## config.mk

```make
export PLATFORM = sky130hd
export DESIGN_NAME = hazard_stall_unit
export DESIGN_NICKNAME = d
export VERILOG_FILES = /design/src/rtl/mips_pkg.sv /design/src/rtl/md_busy_tracker.sv /design/src/rtl/hazard_stall_unit.sv
export SDC_FILE = /design/constraint.sdc
export NUM_CORES = 1
export LEC_CHECK = 0
export BUFFER_PORTS_ARGS = -buffer_cell sky130_fd_sc_hd__buf_2
export CORE_UTILIZATION = 37
export CTS_CLUSTER_DIAMETER = 200
export DETAILED_ROUTE_END_ITERATION = 12
export GPL_ROUTABILITY_DRIVEN = 0
export GPL_TIMING_DRIVEN = 0
export PLACE_DENSITY = 0.76
export SETUP_SLACK_MARGIN = 0.5
export SLEW_MARGIN = 20
export SYNTH_ARGS = -nofsm -noshare
export SYNTH_HDL_FRONTEND = slang
export SYNTH_SLANG_ARGS = --single-unit
export TNS_END_PERCENT = 30
```

## constraint.sdc

```tcl
create_clock -name clk -period 1.4 [get_ports clk]
set_input_delay 0.07 -clock clk [delete_from_list [all_inputs] [get_ports clk]]
set_output_delay 0.07 -clock clk [all_outputs]
set_load 0.05 [all_outputs]
```

## src/rtl/mips_pkg.sv

```systemverilog
// Shared definitions for the MIPS pipeline hazard logic.
// Register-zero constant, mult/div tracker states and default latencies.
package mips_pkg;

  localparam logic [4:0] REG_ZERO = 5'd0;

  localparam int MULT_LAT_DEF = 4;
  localparam int DIV_LAT_DEF  = 32;

  typedef enum logic {
    IDLE    = 1'b0,
    MD_BUSY = 1'b1
  } md_state_e;

endpackage

```

## src/rtl/md_busy_tracker.sv

```systemverilog
// Tracks an in-flight multi-cycle multiply/divide operation.
// Busy for LAT-1 cycles after issue, then a one-cycle done pulse.
module md_busy_tracker
  import mips_pkg::*;
#(
  parameter int MULT_LAT = MULT_LAT_DEF,
  parameter int DIV_LAT  = DIV_LAT_DEF,
  parameter int CNT_W    = 6
) (
  input  logic clk,
  input  logic reset,
  input  logic i_start,
  input  logic i_is_div,
  output logic o_busy,
  output logic o_done
);

  md_state_e        r_state, w_state_nxt;
  logic [CNT_W-1:0] r_cnt, w_cnt_nxt;
  logic             r_done, w_done_nxt;

  always_ff @(posedge clk) begin
    if (reset) begin
      r_state <= IDLE;
      r_cnt   <= '0;
      r_done  <= 1'b0;
    end else begin
      r_state <= w_state_nxt;
      r_cnt   <= w_cnt_nxt;
      r_done  <= w_done_nxt;
    end
  end

  // A start while busy is ignored; Decode stalls prevent it.
  always_comb begin
    w_state_nxt = r_state;
    w_cnt_nxt   = r_cnt;
    w_done_nxt  = 1'b0;
    case (r_state)
      IDLE: begin
        if (i_start) begin
          w_state_nxt = MD_BUSY;
          w_cnt_nxt   = i_is_div ? CNT_W'(DIV_LAT - 2)
                                 : CNT_W'(MULT_LAT - 2);
        end
      end
      MD_BUSY: begin
        if (r_cnt != '0) begin
          w_cnt_nxt = r_cnt - 1'b1;
        end else begin
          w_state_nxt = IDLE;
          w_done_nxt  = 1'b1;
        end
      end
      default: w_state_nxt = IDLE;
    endcase
  end

  assign o_busy = (r_state == MD_BUSY);
  assign o_done = r_done;

endmodule

```

## src/rtl/hazard_stall_unit.sv

```systemverilog
// Stall/flush control and Decode branch forwarding for the 5-stage MIPS pipe.
// Define HAZARD_PERF_EN to build the saturating stall-cycle counter.
module hazard_stall_unit
  import mips_pkg::*;
#(
  parameter int MULT_LAT = MULT_LAT_DEF,
  parameter int DIV_LAT  = DIV_LAT_DEF,
  parameter int CNT_W    = 6
) (
  input  logic        clk,
  input  logic        reset,
  input  logic [4:0]  rsD,
  input  logic [4:0]  rtD,
  input  logic [4:0]  rsE,
  input  logic [4:0]  rtE,
  input  logic [4:0]  WriteRegE,
  input  logic [4:0]  WriteRegM,
  input  logic        RegWriteE,
  input  logic        RegWriteM,
  input  logic        MemtoRegE,
  input  logic        MemtoRegM,
  input  logic        BranchD,
  input  logic        MdStartE,
  input  logic        MdIsDivE,
  input  logic        MdUseD,
  output logic        StallF,
  output logic        StallD,
  output logic        FlushE,
  output logic        ForwardAD,
  output logic        ForwardBD,
  output logic        MdBusy,
  output logic        MdDone,
  output logic [31:0] StallCycles
);

  logic w_lwstall, w_brstall, w_mdstall, w_stall;
  logic w_e_hit, w_m_hit;
  logic w_unused;

  // rsE belongs to the E-stage forwarding path, not to stalls.
  assign w_unused = ^rsE;

  assign ForwardAD = RegWriteM & (rsD != REG_ZERO)
                   & (rsD == WriteRegM);
  assign ForwardBD = RegWriteM & (rtD != REG_ZERO)
                   & (rtD == WriteRegM);

  assign w_lwstall = MemtoRegE & (rtE != REG_ZERO)
                   & ((rtE == rsD) | (rtE == rtD));

  assign w_e_hit = RegWriteE & (WriteRegE != REG_ZERO)
                 & ((WriteRegE == rsD) | (WriteRegE == rtD));
  assign w_m_hit = MemtoRegM & (WriteRegM != REG_ZERO)
                 & ((WriteRegM == rsD) | (WriteRegM == rtD));
  assign w_brstall = BranchD & (w_e_hit | w_m_hit);

  assign w_mdstall = MdUseD & (MdBusy | MdStartE);

  assign w_stall = w_lwstall | w_brstall | w_mdstall;
  assign StallF  = w_stall;
  assign StallD  = w_stall;
  assign FlushE  = w_stall;

  md_busy_tracker #(
    .MULT_LAT (MULT_LAT),
    .DIV_LAT  (DIV_LAT),
    .CNT_W    (CNT_W)
  ) u_md (
    .clk      (clk),
    .reset    (reset),
    .i_start  (MdStartE),
    .i_is_div (MdIsDivE),
    .o_busy   (MdBusy),
    .o_done   (MdDone)
  );

`ifdef HAZARD_PERF_EN
  logic [31:0] r_stall_cnt;

  always_ff @(posedge clk) begin
    if (reset) begin
      r_stall_cnt <= '0;
    end else if (w_stall && (r_stall_cnt != 32'hFFFF_FFFF)) begin
      r_stall_cnt <= r_stall_cnt + 32'd1;
    end
  end

  assign StallCycles = r_stall_cnt;
`else
  assign StallCycles = '0;
`endif

endmodule

```

==> results.md, run 1 <==
* Run status: finished, violations left
* Failing checks: design-rule violations, negative setup slack
* Leak at 0.8273 nW
* Num CTS Buffers at 3
* Clock root cell: clkbuf_4
* Placement Setup Slack at -202.3 ps
* ANT cells at 0
* Fin. Hold Viols at 0
* Starting Density at 0.3988
* Sequential share of the synthesized area at 0.1432
* DP Wirelength at 2205 um
* Period utilization at 1.090
* Final Cell Area at 1798 um2
* Avg WL per Cell at 11.96 um
* Iter 0 DRT Violations at 41
* Met2 track utilization from global routing at 0.3361
* I/O Buffers at 40
* Remaining DRCs at 14
* DIE HEIGHT at 56.99 um
* Via count at 1135
* Critical Path End Type: register
* Ratio of cells with drive above 1 in the final layout at 0.4932
* YS warnings at 0
* Avg Inst Size Synth at 7.990 um2
* Synth Register Bits at 8
* Number of antenna violations at the first check in global routing at 0
* Worst VDD drop at 0.0005698 V
* Worst hold path type: primary input to register
* Chip width at 56.99 um
* Number of routed nets with antenna violations at 0
* Vias in the first global route at 1027
* Io pins at 79
* Synth Cell Area at 1119 um2
* Largest family of logic cells by synthesized area: buffers and inverters
* Clock latency reported for the late side of the worst-skew pair at 270 ps
* Core area at 2805 um2
* First-pass GRT wire length at 4367 um
* TritonCTS clock tree: built
* Setup Skew at 1.581 ps
* Synth Area in Adders at 0.02237
* Post-Synth XOR/XNOR Area at 0.2349
* Crit-path max FO at 6
* Pre-Repair DR Iteration Count at 8
* CP max stage delay at 400 ps
* Power, Total at 1.312 mW
* CTS clk-pin slew, worst paths at 60 ps
* Vias per std cell at 4.540
* Pwr/cell area at 729.8 nW/um2
* # rows at 19
* Slew Limit Fails at 0
* Synth Area in Compound Gates at 0.1376
* Sink Count at 8
* Pin count of the biggest net entering global routing at 11
* Global-route track usage on met1 at 0.1822
* Distinct cells, synth at 41
* Gr usage total at 0.1705
* CP Class: register to register
* Met3 GRT Util at 0.01587
* Required time of the critical path at 1580 ps
* DP Area at 1518 um2
* Fillers at 238
* Setup Viol. Count Final at 9
* CTS HTree Levels at 1
* Die ar. at 3247 um2
* Max clock buf depth at 2
* Critical Path AT at 1700 ps
* Crit-path cells: or3b_4 -> nor4b_4 -> buf_6 -> nor2_4 -> a311oi_2
* Final worst slack at -125.5 ps
* Max cap viols at 0
* Max Freq at 0.6555 GHz
* Post-Synth Simple-Gate Area at 0.2170
* Period minus WS final at 1526 ps
* Critical path startpoint category: register
* Gate Count Post-Synth at 140
* Mux contribution to synthesized area at 0
* Setup TNS at -784.1 ps
* Area Overhead vs Synth at 60.74%
* Nets at 262
* Overflow after GRT at 0
* Overall routed net length at 2990 um
* Crit-path slowest cell: or3b_4
* RSZ-0062 raised after global routing: true
* Busiest layer in global routing: met2
[synth_stat cells]
master     number  area share
o221ai_1        1      0.0078
or3b_4          1       0.010
and2b_1         1      0.0067
nor2_2          1      0.0056
o31a_1          1      0.0078
o311a_1         1      0.0089
a21oi_1         4       0.018
nand2_1         2      0.0067
inv_1           2      0.0067
a21oi_2         1      0.0078
o21a_1          1      0.0067
xor2_1          9       0.070
or3_1           2       0.011
o2111ai_1       2       0.016
a311oi_1        1      0.0078
clkbuf_1        1      0.0034
dfxtp_1         8        0.14
nor4b_4         1       0.021
nand3_1         5       0.022
o211ai_1        1      0.0067
nor2_1          6       0.020
and3b_1         1      0.0078
nand3b_1        1      0.0067
a31oi_1         2       0.011
a21boi_0        1      0.0067
conb_1          1      0.0034
buf_1           1      0.0034
nor4_1          1      0.0056
or4_1           4       0.027
or2_2           1      0.0056
o22ai_1         1      0.0056
buf_4          34        0.23
o21ai_1         2      0.0089
ha_1            2       0.022
and4_1          1      0.0078
nor2b_1         2       0.011
xnor2_1        21        0.16
nor3b_1         2       0.013
o21ai_0         4       0.018
nand2b_1        1      0.0056
nor3_1          5       0.022
[worst max-delay path: cells and delay by family (launching register included)]
kind,cells,cell delay (ps)
and+or+nand+nor,3,680
DFF,1,360
AOI/OAI and AO/OA,1,230
buffers and inverters,1,160
[metrics by stage]
step	hold slack [ps]	util	std cells
after floorplan	292.4	-	171
after global placement	425.9	0.5410	242
after detailed placement	430.9	0.5410	242
after CTS	156.7	0.6164	249
after global routing	206.1	0.6409	250
final	161.9	0.6409	250
[registers in the layout (all words and copies together) (netlist names)]
name and count:
u_md.o_busy 1, u_md.o_done 1, u_md.r_cnt 6
[placed cells by master, fill, tap and decap left out, types with 2 or more instances in the layout]
| cell | Yosys | final |
|---|---|---|
| o21ai_0 | 4 | 2 |
| dfxtp_4 | 0 | 2 |
| buf_4 | 34 | 37 |
| xor2_1 | 9 | 9 |
| buf_6 | 0 | 12 |
| nor2b_1 | 2 | 2 |
| nand2_1 | 2 | 2 |
| inv_1 | 2 | 2 |
| a21oi_2 | 1 | 2 |
| nand3_1 | 5 | 5 |
| or4_4 | 0 | 4 |
| buf_2 | 0 | 23 |
| nor3_2 | 0 | 4 |
| o2111ai_4 | 0 | 2 |
| buf_8 | 0 | 5 |
| dfxtp_1 | 8 | 4 |
| xnor2_1 | 21 | 21 |
| or3_1 | 2 | 2 |
| a21oi_1 | 4 | 3 |
| nor2_1 | 6 | 6 |
| clkbuf_4 | 0 | 5 |
| o21ai_2 | 0 | 2 |
| ha_1 | 2 | 2 |
| dfxtp_2 | 0 | 2 |
| a31oi_1 | 2 | 2 |
| conb_1 | 1 | 32 |
[kinds of logic after synthesis]
family	after synthesis
buffers and inverters	38
adders and majority gates	2
other	1
xor gates and xnor gates	30
AOI/OAI and AO/OA	23
and+or+nand+nor	38
DFF	8
[path summary, 6_finish.rpt]
| check | start | to | slack [ps] | cells past startpoint |
|---|---|---|---|---|
| max | u_md.o_busy | u_md.r_cnt[1] | -130 | 5 |
| min | reset | u_md.r_cnt[5] | 160 | 2 |
| max reg2reg | u_md.o_busy | u_md.r_cnt[1] | -130 | 5 |
| min reg2reg | u_md.r_cnt[3] | u_md.r_cnt[3] | 490 | 2 |
[where the power goes]
group	internal, mW	switching [mW]	total (mW)
logic	0.337	0.483	0.820
clock network	0.110	0.0953	0.205
registers	0.256	0.0302	0.286
total	0.703	0.609	1.31
[cell type report]
class	instances	area, um2	area share
multi-input cells	125	933.4	0.5191
repair buffers	44	351.6	0.1955
plain buffers	36	270.3	0.1503
flip-flops and latches	8	170.2	0.09464
well taps	31	38.79	0.02157
clock buffers	4	26.28	0.01461
inverters	2	7.507	0.004175
[repair_timing]
action	4_1_cts	5_1_grt
endpoints found under the setup margin	14	15
setup buffers	3	1
hold buffers	0	0
resized for setup	45	16
pin swaps	16	13
[per-layer routing]
layer  routed length (um)  up-vias
met2                 1591       46
met4                   85        0
met3                  193        9
met5                    0        -
met1                 1120      501
li1                     -      579
No activity file was read; power rests on OpenSTA's default activity.
==> inputs of run 2 (changes only) <==
==> constraint.sdc (replaced) <==
create_clock -name clk -period 1.4 [get_ports clk]
set_input_delay 0.28 -clock clk [delete_from_list [all_inputs] [get_ports clk]]
set_output_delay 0.28 -clock clk [all_outputs]
set_load 0.05 [all_outputs]
==> results.md, run 2 (synthesized netlist as in run 1, its figures left out) <==
* Pre-Repair DR Iteration Count at 8
* Critical Path AT at 1640 ps
* Vias in the first global route at 1023
* Via count at 1107
* Final Cell Area at 1677 um2
* DP Wirelength at 2144 um
* Number of routed nets with antenna violations at 0
* First-pass GRT wire length at 4271 um
* Die ar. at 3247 um2
* Period utilization at 1.371
* CP Class: primary input to primary output
* Final core occ at 0.5977
* Avg WL per Cell at 10.56 um
* Crit-path cells: buf_8 -> or4_1 -> o211ai_1 -> o2111ai_4 -> buf_6 -> buf_8
* Failing checks: design-rule violations, negative setup slack
* Crit-path max FO at 3
* Pin count of the biggest net entering global routing at 11
* CTS HTree Levels at 1
* DP Area at 1521 um2
* Top delay family on crit path: simple AND/OR/NAND/NOR gates
* Iter 0 DRT Violations at 26
* Power, Total at 1.239 mW
* Sink Count at 8
* Crit. Startpoint: WriteRegM[2]
* Max reg flops at 6
* Critical path startpoint category: primary input
* Fin. Hold Viols at 0
* Ratio of cells with drive above 1 in the final layout at 0.4332
* TritonCTS clock tree: built
* Period minus WS final at 1920 ps
* Vias per std cell at 4.464
* Hold Startpoint: MdStartE
* Leak at 0.7887 nW
* Worst VDD drop at 0.0004162 V
* Worst hold path type: primary input to register
* Final worst slack at -519.9 ps
* Overall routed net length at 2620 um
* Most frequent cell on the critical path: buf_8
* CP max stage delay at 520 ps
* Max Freq at 0.5209 GHz
* Crit-path slowest cell: or4_1
* Chip width at 56.99 um
* Gr usage total at 0.1667
* CTS clk-pin slew, worst paths at 60 ps
* Setup Viol. Count Final at 12
* Worst R2R Start: u_md.r_cnt[3]
* Commonest cells after routing, fill and taps aside: buf_4 (35), conb_1 (32), buf_2 (29)
* Hold-fix buffers, CTS at 0
* Starting Density at 0.3988
* Io pins at 79
* I/O Buffers at 40
* Clock root cell: clkbuf_4
* Area Overhead vs Synth at 49.89%
* Pwr/cell area at 738.7 nW/um2
* Slew Limit Fails at 0
* DIE HEIGHT at 56.99 um
* Most common cell after layout, fill and taps aside: buf_4
* Required time of the critical path at 1120 ps
* Critical Path End Type: primary output
* Nets at 260
* Max clock buf depth at 2
* Number of antenna violations at the first check in global routing at 0
* Remaining DRCs at 8
* Buf/Inv on CP at 3
* Largest Register: u_md.r_cnt
* Setup Skew at 0.4675 ps
* Num CTS Buffers at 3
* # rows at 19
* Run status: finished, violations left
* Core area at 2805 um2
* Clock latency reported for the late side of the worst-skew pair at 260 ps
* Hold_ws at 371.8 ps
* ANT cells at 0
* Max cap viols at 0
* Overflow after GRT at 0
* RSZ-0062 raised after global routing: true
[run 2: area by class of cell]
cell class                      instances  area, um2
Fill cell                             262       1129
Tap cell                               31      38.79
Clock buffer                            4      26.28
Sequential cell                         8      166.4
Buffer                                 36      270.3
Timing Repair Buffer                   42      302.8
Multi-Input combinational cell        125      864.6
Inverter                                2      7.507
[run 2: per-stage QoR]
stage          cells  setup TNS, ps  setup WS [ps]
2_1_floorplan    171          -2402         -474.2
3_3_place_gp     242          -3438         -602.2
3_5_place_dp     242          -3534         -608.6
4_1_cts          247          -3156         -557.5
5_1_grt          248          -3782         -556.8
6_report         248          -2974         -519.9
[run 2: path summary, 6_finish.rpt]
| path | slack [ps] | to | cells after the start |
|---|---|---|---|
| setup reg to reg | -190 | u_md.r_cnt[3] | 5 |
| hold / removal | 370 | u_md.r_cnt[5] | 4 |
| hold reg to reg | 490 | u_md.r_cnt[3] | 2 |
| setup / recovery | -520 | StallF | 6 |
[run 2: tightest hold or removal path: stages]
cell,delay [ps]
buf_2,110
nand2b_1,60
a31oi_1,70
nor2_1,70
[run 2: per-layer routing]
| layer | vias up | global-route usage | share of wire |
|---|---|---|---|
| met4 | 0 | 0.05226 | 0.021 |
| met1 | 476 | 0.2058 | 0.42 |
| met5 | - | 0 | 0 |
| li1 | 580 | - | - |
| met3 | 7 | 0.04308 | 0.066 |
| met2 | 44 | 0.2840 | 0.50 |
[run 2: timing repair]
| item | 4_1_cts | 5_1_grt |
|---|---|---|
| gates resized for setup | 27 | 9 |
| endpoints found under the hold margin | 0 | 0 |
| endpoints found under the setup margin | 15 | 15 |
| setup buffers | 1 | 1 |
| pin swaps | 10 | 7 |
[run 2: where the power goes]
group          switching (mW)  internal, mW  total, mW
combinational           0.452         0.300      0.752
sequential             0.0308         0.255      0.286
clock                  0.0904         0.110      0.200
==> inputs of run 3 (changes only) <==
--- a/config.mk
+++ b/config.mk
@@ -6,6 +6,7 @@
 export NUM_CORES = 1
 export LEC_CHECK = 0
 export BUFFER_PORTS_ARGS = -buffer_cell sky130_fd_sc_hd__buf_2
+export CAP_MARGIN = 10
 export CORE_UTILIZATION = 37
 export CTS_CLUSTER_DIAMETER = 200
 export DETAILED_ROUTE_END_ITERATION = 12
==> constraint.sdc (replaced) <==
create_clock -name clk -period 1.4 [get_ports clk]
set_input_delay 0.14 -clock clk [delete_from_list [all_inputs] [get_ports clk]]
set_output_delay 0.14 -clock clk [all_outputs]
set_load 0.05 [all_outputs]
==> results.md, run 3 (synthesized netlist as in run 1, its figures left out) <==
* Crit-path cells: buf_6 -> or4_4 -> o2111ai_4 -> o2111ai_4 -> buf_6 -> buf_8
* Setup TNS at -1335 ps
* Gr usage total at 0.1683
* Pin count of the biggest net entering global routing at 11
* Overall routed net length at 2747 um
* CP max stage delay at 540 ps
* Most common cell after layout, fill and taps aside: buf_4
* Pwr/cell area at 727.2 nW/um2
* Iter 0 DRT Violations at 30
* Flop pwr share at 0.223
* Clock latency reported for the late side of the worst-skew pair at 260 ps
* Max Freq at 0.6239 GHz
* Chip width at 56.99 um
* # rows at 19
* RSZ-0062 raised after global routing: true
* Sink Count at 8
* Worst R2R Start: u_md.o_busy
* Number of routed nets with antenna violations at 0
* I/O Buffers at 40
* Final Cell Area at 1757 um2
* DP Area at 1521 um2
* Overflow after GRT at 0
* Slew Limit Fails at 0
* DP Wirelength at 2060 um
* Nets at 263
* Clock root cell: clkbuf_4
* Starting Density at 0.3988
* Combinational power share at 0.620
* Crit-path slowest cell: or4_4
* Num CTS Buffers at 3
* Largest Register: u_md.r_cnt
* Final worst slack at -202.8 ps
* CP Class: primary input to primary output
* Hold Startpoint: MdStartE
* Vias per std cell at 4.410
* Number of antenna violations at the first check in global routing at 0
* CTS clk-pin slew, worst paths at 60 ps
* Internal Dissipation at 0.6871 mW
* Power, Total at 1.277 mW
* Run status: finished, violations left
* CTS HTree Levels at 1
* Via count at 1107
* Switching share of power at 0.4621
* Clock share of power at 0.157
* Hold-fix buffers, CTS at 0
* Io pins at 79
* Avg WL per Cell at 10.94 um
* Required time of the critical path at 1260 ps
* Setup Skew at 0.7528 ps
* Worst VDD drop at 0.0004423 V
* Core area at 2805 um2
* Vias in the first global route at 968
* Fillers at 265
* Crit. Startpoint: WriteRegE[4]
* Critical path startpoint category: primary input
* TritonCTS clock tree: built
* Max reg flops at 6
* Period minus WS final at 1603 ps
* First-pass GRT wire length at 4333 um
* DIE HEIGHT at 56.99 um
* Sw power at 0.5903 mW
* Max cap viols at 0
* Period utilization at 1.145
* Ratio of cells with drive above 1 in the final layout at 0.4909
* Die ar. at 3247 um2
* ANT cells at 0
* Critical Path AT at 1460 ps
* Commonest cells after routing, fill and taps aside: buf_4 (38), conb_1 (32), buf_2 (27)
* Remaining DRCs at 5
* Area Overhead vs Synth at 57.05%
* Failing checks: design-rule violations, negative setup slack
* Crit-path max FO at 3
* Worst hold path type: primary input to register
* Setup Viol. Count Final at 11
* Pre-Repair DR Iteration Count at 8
* Fin. Hold Viols at 0
* Critical Path End Type: primary output
* Leak at 0.8207 nW
* Max clock buf depth at 2
==> run 3: changes by cell type in the layout (fill, tap and decap cells not counted), moves of 2 or more <==
cell / previous run / this run
nor3_1: 4 / 1
o21ai_2: 1 / 3
nor3_2: 1 / 4
dfxtp_2: 2 / 4
buf_4: 35 / 38
buf_6: 6 / 10
o21ai_1: 3 / 1
or4_1: 2 / 0
or4_4: 2 / 4
buf_2: 29 / 27
buf_8: 6 / 4
dfxtp_1: 5 / 3
==> run 3: power groups by stage <==
stage          Combinational, mW  Clock [mW]  Sequential [mW]
6_report                   0.792       0.200            0.285
5_1_grt                    0.844       0.220            0.289
4_1_cts                    0.747       0.206            0.281
3_5_place_dp               0.696           0            0.287
3_3_place_gp               0.691           0            0.287
2_1_floorplan              0.546           0            0.299
==> run 3: worst max-delay path: cells and delay by family <==
kind,cells,cell delay [ps]
simple gates,1,540
compound gates,2,390
buf+inv,3,390
==> run 3: cell type report <==
| type | instances | area (um2) | area share |
|---|---|---|---|
| plain buffers | 36 | 271.5 | 0.1546 |
| clock buffers | 4 | 26.28 | 0.01496 |
| inverters | 2 | 7.507 | 0.004274 |
| multi-input cells | 125 | 913.4 | 0.5199 |
| flip-flops and latches | 8 | 168.9 | 0.09615 |
| well taps | 31 | 38.79 | 0.02208 |
| repair buffers | 45 | 330.3 | 0.1880 |
==> run 3: final timing paths <==
check | endpoint | slack, ps | cells after the start
setup reg to reg | u_md.r_cnt[1] | -150 | 5
hold / removal | u_md.r_cnt[5] | 240 | 4
hold reg to reg | u_md.r_cnt[4] | 500 | 2
setup / recovery | StallD | -200 | 6
==> run 3: through the flow <==
step	util	setup slack [ps]	hold slack, ps	cells
after CTS	0.5897	-254.8	233.8	250
after floorplan	-	-193.5	362.4	171
after detailed placement	0.5424	-318.0	486.9	242
final	0.6262	-202.8	243.6	251
after global placement	0.5424	-316.8	472.7	242
after global routing	0.6262	-270.6	296.8	251
==> run 3: layer usage <==
| metal | track usage | share of wire |
|---|---|---|
| met5 | 0 | 0 |
| met4 | 0.02091 | 0.0047 |
| met3 | 0.03628 | 0.074 |
| met2 | 0.2958 | 0.51 |
| met1 | 0.2176 | 0.41 |
==> run 3: repair_timing <==
| action | in CTS | in global routing |
|---|---|---|
| resized for setup | 26 | 24 |
| buffers inserted | 4 | 1 |
| endpoints found under the hold margin | 0 | 0 |
| endpoints found under the setup margin | 15 | 15 |
| pin swaps | 12 | 11 |
